### config.mk
export PLATFORM = sky130hd
export DESIGN_NAME = n_serial_out_flat
export DESIGN_NICKNAME = d
export VERILOG_FILES = /design/src/rtl/n_serial_out_pkg.sv /design/src/rtl/n_serial_out_if.sv /design/src/rtl/n_serial_out.sv /design/src/flat_wrapper.sv
export SDC_FILE = /design/constraint.sdc
export NUM_CORES = 1
export LEC_CHECK = 0
export CAP_MARGIN = 5
export CORE_ASPECT_RATIO = 0.9
export CORE_MARGIN = 5
export CORE_UTILIZATION = 49
export CTS_CLUSTER_DIAMETER = 40
export DETAILED_ROUTE_END_ITERATION = 8
export HOLD_SLACK_MARGIN = 0.05
export PLACE_DENSITY = 0.93
export SYNTH_ARGS = -nofsm -noshare
export SYNTH_HDL_FRONTEND = slang
export SYNTH_SLANG_ARGS = --single-unit
### constraint.sdc
create_clock -name mult_clk -period 4.45 [get_ports mult_clk]
set_input_delay 0.89 -clock mult_clk [delete_from_list [all_inputs] [get_ports mult_clk]]
set_output_delay 0.89 -clock mult_clk [all_outputs]
set_load 0.02 [all_outputs]
### src/rtl/n_serial_out_pkg.sv
// Shared sizing and state encoding for the packed-vector to lane serializer.
// Lane geometry lives here only; the serializer keeps no local copies.
package n_serial_out_pkg;

   localparam int CELL_N = 4;
   localparam int D_LEN  = 32;
   localparam int DWIDTH = CELL_N * D_LEN;
   localparam int IDX_W  = (CELL_N > 1) ? $clog2(CELL_N) : 1;

   localparam logic [IDX_W-1:0] LAST_IDX = IDX_W'(CELL_N - 1);

   typedef enum logic [0:0] {
      ST_IDLE = 1'b0,
      ST_SEND = 1'b1
   } state_t;

endpackage

### src/rtl/n_serial_out_if.sv
// Handshake bundle between the multiplier array, the serializer and the lane consumer.
// slave is the serializer side; master is whoever drives vectors in and accepts lanes out.
interface n_serial_out_if;
   import n_serial_out_pkg::*;

   logic              vin_valid;
   logic [DWIDTH-1:0] vin_data;
   logic              vin_ready;
   logic              sout_valid;
   logic              sout_ready;
   logic [D_LEN-1:0]  sout_data;
   logic [IDX_W-1:0]  sout_idx;
   logic              sout_last;

   modport slave (
      input  vin_valid,
      input  vin_data,
      output vin_ready,
      output sout_valid,
      input  sout_ready,
      output sout_data,
      output sout_idx,
      output sout_last
   );

   modport master (
      output vin_valid,
      output vin_data,
      input  vin_ready,
      input  sout_valid,
      output sout_ready,
      input  sout_data,
      input  sout_idx,
      input  sout_last
   );

endinterface

### src/rtl/n_serial_out.sv
// Serializes one packed product vector from the multiplier array into CELL_N lanes,
// lane 0 first, one lane per accepted output beat.
//
//   state   | meaning
//   --------+-----------------------------------------------------------
//   ST_IDLE | holding register empty, waiting for a vector
//   ST_SEND | holding register loaded, presenting lane r_cnt downstream
module n_serial_out
   import n_serial_out_pkg::*;
(
   input  logic          mult_clk,
   input  logic          rst_n,
   n_serial_out_if.slave bus
);

   state_t            r_state;
   logic              r_valid;
   logic [IDX_W-1:0]  r_cnt;
   logic [DWIDTH-1:0] r_hold;

   logic              w_last_lane;
   logic              w_vin_ready;
   logic              w_in_xfer;
   logic              w_out_xfer;
   logic [D_LEN-1:0]  w_lane;

   assign w_last_lane = (r_cnt == LAST_IDX);
   assign w_out_xfer  = r_valid & bus.sout_ready;

   // Reload is only offered on the beat that drains the last lane, so a new vector
   // follows the old one with no bubble; vin_valid never feeds back into ready.
   assign w_vin_ready = rst_n &
                        ((r_state == ST_IDLE) |
                         ((r_state == ST_SEND) & w_last_lane & bus.sout_ready));
   assign w_in_xfer   = bus.vin_valid & w_vin_ready;

   assign w_lane      = r_hold[r_cnt*D_LEN +: D_LEN];

   always_ff @(posedge mult_clk) begin
      if (!rst_n) begin
         r_state <= ST_IDLE;
         r_valid <= 1'b0;
         r_cnt   <= '0;
         r_hold  <= '0;
      end else begin
         case (r_state)
            ST_IDLE: begin
               if (w_in_xfer) begin
                  r_hold  <= bus.vin_data;
                  r_cnt   <= '0;
                  r_valid <= 1'b1;
                  r_state <= ST_SEND;
               end
            end
            ST_SEND: begin
               if (w_out_xfer) begin
                  if (!w_last_lane) begin
                     r_cnt <= r_cnt + 1'b1;
                  end else if (w_in_xfer) begin
                     r_hold <= bus.vin_data;
                     r_cnt  <= '0;
                  end else begin
                     r_hold  <= '0;
                     r_cnt   <= '0;
                     r_valid <= 1'b0;
                     r_state <= ST_IDLE;
                  end
               end
            end
            default: begin
               r_hold  <= '0;
               r_cnt   <= '0;
               r_valid <= 1'b0;
               r_state <= ST_IDLE;
            end
         endcase
      end
   end

   // Outputs are forced to zero for as long as rst_n is low, not just after the edge.
   assign bus.vin_ready  = w_vin_ready;
   assign bus.sout_valid = rst_n & r_valid;
   assign bus.sout_data  = rst_n ? w_lane : '0;
   assign bus.sout_idx   = rst_n ? r_cnt : '0;
   assign bus.sout_last  = rst_n & r_valid & w_last_lane;

endmodule

### src/flat_wrapper.sv
// flat-port wrapper written by rule: the top's interface ports become plain ports
module n_serial_out_flat import n_serial_out_pkg::*;
  (mult_clk, rst_n, bus_vin_valid, bus_vin_data, bus_vin_ready, bus_sout_valid, bus_sout_ready, bus_sout_data, bus_sout_idx, bus_sout_last);
  n_serial_out_if bus_i ();
  input  logic mult_clk;
  input  logic rst_n;
  input wire logic [$bits(bus_i.vin_valid)-1:0] bus_vin_valid;
  input wire logic [$bits(bus_i.vin_data)-1:0] bus_vin_data;
  output wire logic [$bits(bus_i.vin_ready)-1:0] bus_vin_ready;
  output wire logic [$bits(bus_i.sout_valid)-1:0] bus_sout_valid;
  input wire logic [$bits(bus_i.sout_ready)-1:0] bus_sout_ready;
  output wire logic [$bits(bus_i.sout_data)-1:0] bus_sout_data;
  output wire logic [$bits(bus_i.sout_idx)-1:0] bus_sout_idx;
  output wire logic [$bits(bus_i.sout_last)-1:0] bus_sout_last;
  assign bus_i.vin_valid = bus_vin_valid;
  assign bus_i.vin_data = bus_vin_data;
  assign bus_vin_ready = bus_i.vin_ready;
  assign bus_sout_valid = bus_i.sout_valid;
  assign bus_i.sout_ready = bus_sout_ready;
  assign bus_sout_data = bus_i.sout_data;
  assign bus_sout_idx = bus_i.sout_idx;
  assign bus_sout_last = bus_i.sout_last;
  n_serial_out u_core (.mult_clk(mult_clk), .rst_n(rst_n), .bus(bus_i));
endmodule
### Word-level counts from Yosys, hierarchy flattened

Cells that the tools add are included.

| word-level totals | value |
|---|---|
| register bits after elaboration | 132 |
| input port bits | 132 |
| output and inout bits | 37 |
| word-level logic and storage cells | 43 |

| cells by class | value |
|---|---|
| add/subtract/negate cells | 1 |
| equal/unequal tests | 5 |
| shift operators | 1 |
| multiplexer cells | 20 |
| bitwise gates (word level) | 9 |
| reductions and logical operators | 3 |

Operator list:

| operator | number |
|---|---|
| 2-to-1 mux 128 bit | 4 |
| one-hot mux 128 bit (2 select lines) | 1 |
| variable part select 128 x 8 -> 32 bit | 1 |
| 2-to-1 mux 32 bit | 1 |
| 2-to-1 mux 2 bit | 4 |
| AND 1 bit | 7 |
| 2-to-1 mux 1 bit | 7 |
| inequality test 2 bit (second input constant) | 3 |
| one-hot mux 1 bit (2 select lines) | 2 |
| one-hot mux 2 bit (2 select lines) | 1 |
| AND reduction 4 bit | 1 |
| AND reduction 3 bit | 1 |
| adder 2 x 1 -> 2 bit (second input constant) | 1 |
| == test 2 bit (second input constant) | 1 |
| inequality test 2 x 1 -> 1 bit (second input constant) | 1 |
| AND reduction 2 bit | 1 |
| inverter 1 bit | 1 |
| OR 1 bit | 1 |

### Logic depth before layout (Yosys ltp)

Gate-level depths: netlist of the first run.

| logic depth | value |
|---|---|
| word-level depth | 10 |
| gate-level depth with buffers | 6 |
| mapped depth without buffers | 4 |

### Least setup slack after synthesis of the first run

OpenSTA, ideal clock, no wires.

| timing path | value |
|---|---|
| path type | in2out |
| from | input rst_n |
| to | output bus_vin_ready |
| arrival time | 1.620 ns |
| data required time | 3.560 ns |
| slack | 1.940 ns |
| stages | 2 |
| path buffers | 1 |
| cell sequence | clkbuf_1 a21boi_0 |

| on the way | value |
|---|---|
| word-level cells in the longest chain between the ends | 1 |

Ends and longest elaborated chain:

| what | line | RTL |
|---|---|---|
| start: declaration | flat_wrapper.sv:6 | `input logic rst_n;` |
| AND 1 bit | n_serial_out.sv:32 | `assign w_vin_ready = rst_n &` |
| end: declaration | flat_wrapper.sv:9 | `output wire logic [$bits(bus_i.vin_ready)-1:0] bus_vin_ready;` |

Every way passes these cells.

### Final worst setup path of the first run

| timing path | value |
|---|---|
| from | register u_core.r_cnt[0] |
| to | output bus_sout_data[5] |

| on the way | value |
|---|---|
| word-level cells in the longest chain between the ends | 2 |

Ends and longest elaborated chain:

| what | line | RTL |
|---|---|---|
| start: declaration | n_serial_out.sv:18 | `logic [IDX_W-1:0] r_cnt;` |
| start signal: assignment | n_serial_out.sv:58 | `r_cnt <= r_cnt + 1'b1;` |
| variable part select 128 x 8 -> 32 bit | n_serial_out.sv:37 | `assign w_lane = r_hold[r_cnt*D_LEN +: D_LEN];` |
| 2-to-1 mux 32 bit | n_serial_out.sv:83 | `assign bus.sout_data = rst_n ? w_lane : '0;` |
| end: declaration | flat_wrapper.sv:12 | `output wire logic [$bits(bus_i.sout_data)-1:0] bus_sout_data;` |

Every way passes these cells.

==> impl_metrics.env, run 1 <==
export IMPL_cts_max_level=4
export IMPL_cts_buffers_inserted=17
export IMPL_tritoncts="done"
export IMPL_r2r_end="u_core.r_hold[123]$_SDFFE_PN0P_"
export IMPL_ys_seq_area_frac=0.512
export IMPL_r2r_cells=5
export IMPL_max_freq_mhz=263
export IMPL_drtIter0Drc=313
export IMPL_synth_main_ff_cell="dfxtp_1"
export IMPL_power_mw=2.96
export IMPL_synth_cell_types=22
export IMPL_post_route_util=0.713
export IMPL_finalSetupTns_ps=0
export IMPL_wirelength_mm=13.3
export IMPL_max_slew_margin_rel=0.400
export IMPL_dp_hpwl_mm=9.08
export IMPL_post_cts_resize_count=0
export IMPL_start_util=0.502
export IMPL_clockRootBuffer="clkbuf_16"
export IMPL_dp_cells=652
export IMPL_multi_input_area_um2=2220
export IMPL_final_common_cell="clkdlybuf4s50_1"
export IMPL_diodes=0
export IMPL_crit_fanout=23
export IMPL_synth_edff_count=0
export IMPL_synth_net_count=523
export IMPL_hold_class="flop to flop"
export IMPL_synthArstFlopShare=0
export IMPL_path_clk_slew_ps=60
export IMPL_ys_warn_count=0
export IMPL_start_kind="flop"
export IMPL_port_buffers=168
export IMPL_leakagePower_nw=2.82
export IMPL_period_share=0.854
export IMPL_powerDensity_nw_per_um2=404
export IMPL_crit_start="u_core.r_cnt[0]$_SDFFE_PN0P_"
export IMPL_vias_per_cell=5.71
export IMPL_synth_seq_cells=132
export IMPL_timing_rr_start="u_core.r_cnt[1]$_SDFFE_PN0P_"
export IMPL_slowest_stage="dfxtp_2"
export IMPL_maxCapViolCount=0
export IMPL_hold_violations=0
export IMPL_cts_setup_buffers=0
export IMPL_rrSetupSlack_ps=1920
export IMPL_first_global_vias=4214
export IMPL_drc=0
export IMPL_cts_hold_buf=0
export IMPL_grt_pass1_wl_mm=21.6
export IMPL_clk_latency_ps=400
export IMPL_skew_ps=12.8
export IMPL_nets=675
export IMPL_crit_required_ps=3560
export IMPL_arrival_ps=2910
export IMPL_peakVddDrop_mv=0.573
export IMPL_syn_area_um2=5160
export IMPL_die_w_um=118
export IMPL_synth_area_per_cell_um2=13.2
export IMPL_grt_max_degree=70
export IMPL_drtAntennaViolNets=0
export IMPL_worstSetupPathType="flop to output port"
export IMPL_n_fill_cell=704
export IMPL_area_delta_synth_final_pct=42.1
export IMPL_crit_end="bus_sout_data[5]"
export IMPL_grt_remaining_overflow=0
export IMPL_rsz0062_at_grt="false"
export IMPL_netlist_instances=390
export IMPL_crit_chain="buf_4, mux4_2, and2_1, clkdlybuf4s50_1"
export IMPL_antenna_found_initial=0
export IMPL_dr_pass1_iters=4
export IMPL_vias=3905
export IMPL_drive_gt1_frac=0.133
export IMPL_dieHeight_um=107
export IMPL_grt_total_usage=0.212
export IMPL_fin_cells=684
export IMPL_regArea_um2=2650
export IMPL_coreArea_um2=10300
export IMPL_wl_per_cell_um=19.4
export IMPL_cts_buffer_depth=2
export IMPL_layout_common_cells="clkdlybuf4s50_1, dfxtp_1, a22o_1"
export IMPL_rows=35
export IMPL_maxSlewViolCount=0
export IMPL_worst_pin_slew_ps=900
export IMPL_gp_congestion=0.831
export IMPL_die_area_um2=12700
export IMPL_period_minus_slack_ps=3800
export IMPL_critPathMaxStageDelay_ps=800
export IMPL_setup_viol=0
export IMPL_whs_ps=474
export IMPL_clock_sinks=132
export IMPL_num_io_pins=169
export IMPL_cp_end_kind="output port"
export IMPL_outcome="completed"
## cell families after synthesis
| group | synth area share |
|---|---|
| AO/OA/AOI/OAI | 0.225 |
| flip-flops | 0.512 |
| AND/OR/NAND/NOR | 0.0599 |
| buffers and inverters | 0.0606 |
| multiplexers | 0.140 |
| adder cells (fa/ha/maj) | 0.00242 |
## final cells by class
type	instances	area share
Clock inverter	14	0.0188
Inverter	1	0.000512
Timing Repair Buffer	173	0.236
Tap cell	129	0.0220
Multi-Input combinational cell	217	0.302
Sequential cell	132	0.361
Clock buffer	18	0.0599
## cells in the mapped netlist, types with 2 or more instances
library cell  number  share of area
a22o_1           128           0.22
nand4_1            2         0.0024
a21oi_1            3         0.0029
and2_1            35          0.042
a21boi_0           3         0.0044
dfxtp_1          132           0.51
nand3_1            4         0.0039
clkbuf_1           5         0.0036
buf_6             18          0.039
buf_2             16          0.016
nand2_1            2         0.0015
mux4_2            32           0.14
## state kept, by name, indices dropped and copies added (netlist names)
name,cells
u_core.r_hold,128
u_core.r_cnt,2
u_core.r_state,1
u_core.r_valid,1
## critical path: cells and delay by family (launching register included)
| family | cells | cell delay [ps] |
|---|---|---|
| buf+inv | 2 | 960 |
| flops | 1 | 800 |
| mux | 1 | 550 |
| simple gates | 1 | 170 |
## how the worst min path moves through the flow
stage,cells past startpoint,start,slack (ps),endpoint
global route,1,u_core.r_hold[3]$_SDFFE_PN0P_,490,u_core.r_hold[3]$_SDFFE_PN0P_
detailed placement,1,u_core.r_hold[7]$_SDFFE_PN0P_,460,u_core.r_hold[7]$_SDFFE_PN0P_
floorplan,1,u_core.r_hold[64]$_SDFFE_PN0P_,440,u_core.r_hold[64]$_SDFFE_PN0P_
global placement,1,u_core.r_hold[65]$_SDFFE_PN0P_,460,u_core.r_hold[65]$_SDFFE_PN0P_
CTS,1,u_core.r_hold[3]$_SDFFE_PN0P_,480,u_core.r_hold[3]$_SDFFE_PN0P_
finish,1,u_core.r_hold[89]$_SDFFE_PN0P_,470,u_core.r_hold[89]$_SDFFE_PN0P_
## metal layers
layer  up-vias  track usage  share of wire
li1       1826            -              -
met1      1945        0.256           0.41
met2       130        0.355           0.51
met3         4       0.0809          0.075
met4         0       0.0581         0.0036
met5         -            0              0
## stage by stage
stage / instance area (um2) / setup slack [ps]
after floorplan: 5160 / 1940
final: 7340 / 650
after global placement: 6760 / 1020
after CTS: 7340 / 563
after detailed placement: 6760 / 1000
after global routing: 7340 / 415
## power breakdown
part / total, mW / internal (mW) / switching [mW] / leakage, nW
clock network: 1.34 / 0.833 / 0.505 / 0.277
registers: 1.30 / 1.26 / 0.0437 / 1.08
logic: 0.326 / 0.209 / 0.116 / 1.46
total: 2.96 / 2.30 / 0.665 / 2.82
Note: power is estimated with default switching activity, not from simulation.
==> run 2: changes to the inputs <==
--- a/config.mk
+++ b/config.mk
@@ -11,6 +11,7 @@
 export CORE_UTILIZATION = 49
 export CTS_CLUSTER_DIAMETER = 40
 export DETAILED_ROUTE_END_ITERATION = 8
+export GPL_TIMING_DRIVEN = 1
 export HOLD_SLACK_MARGIN = 0.05
 export PLACE_DENSITY = 0.93
 export SYNTH_ARGS = -nofsm -noshare
==> results of run 2 <==
The final DEF is identical to that of run 1; final timing and power are the same.
==> run 3: changes to the inputs <==
--- a/config.mk
+++ b/config.mk
@@ -10,6 +10,7 @@
 export CORE_MARGIN = 5
 export CORE_UTILIZATION = 49
 export CTS_CLUSTER_DIAMETER = 40
+export CTS_CLUSTER_SIZE = 16
 export DETAILED_ROUTE_END_ITERATION = 8
 export GPL_TIMING_DRIVEN = 1
 export HOLD_SLACK_MARGIN = 0.05
==> results of run 3 <==
The final DEF is identical to that of run 1; final timing and power are the same.
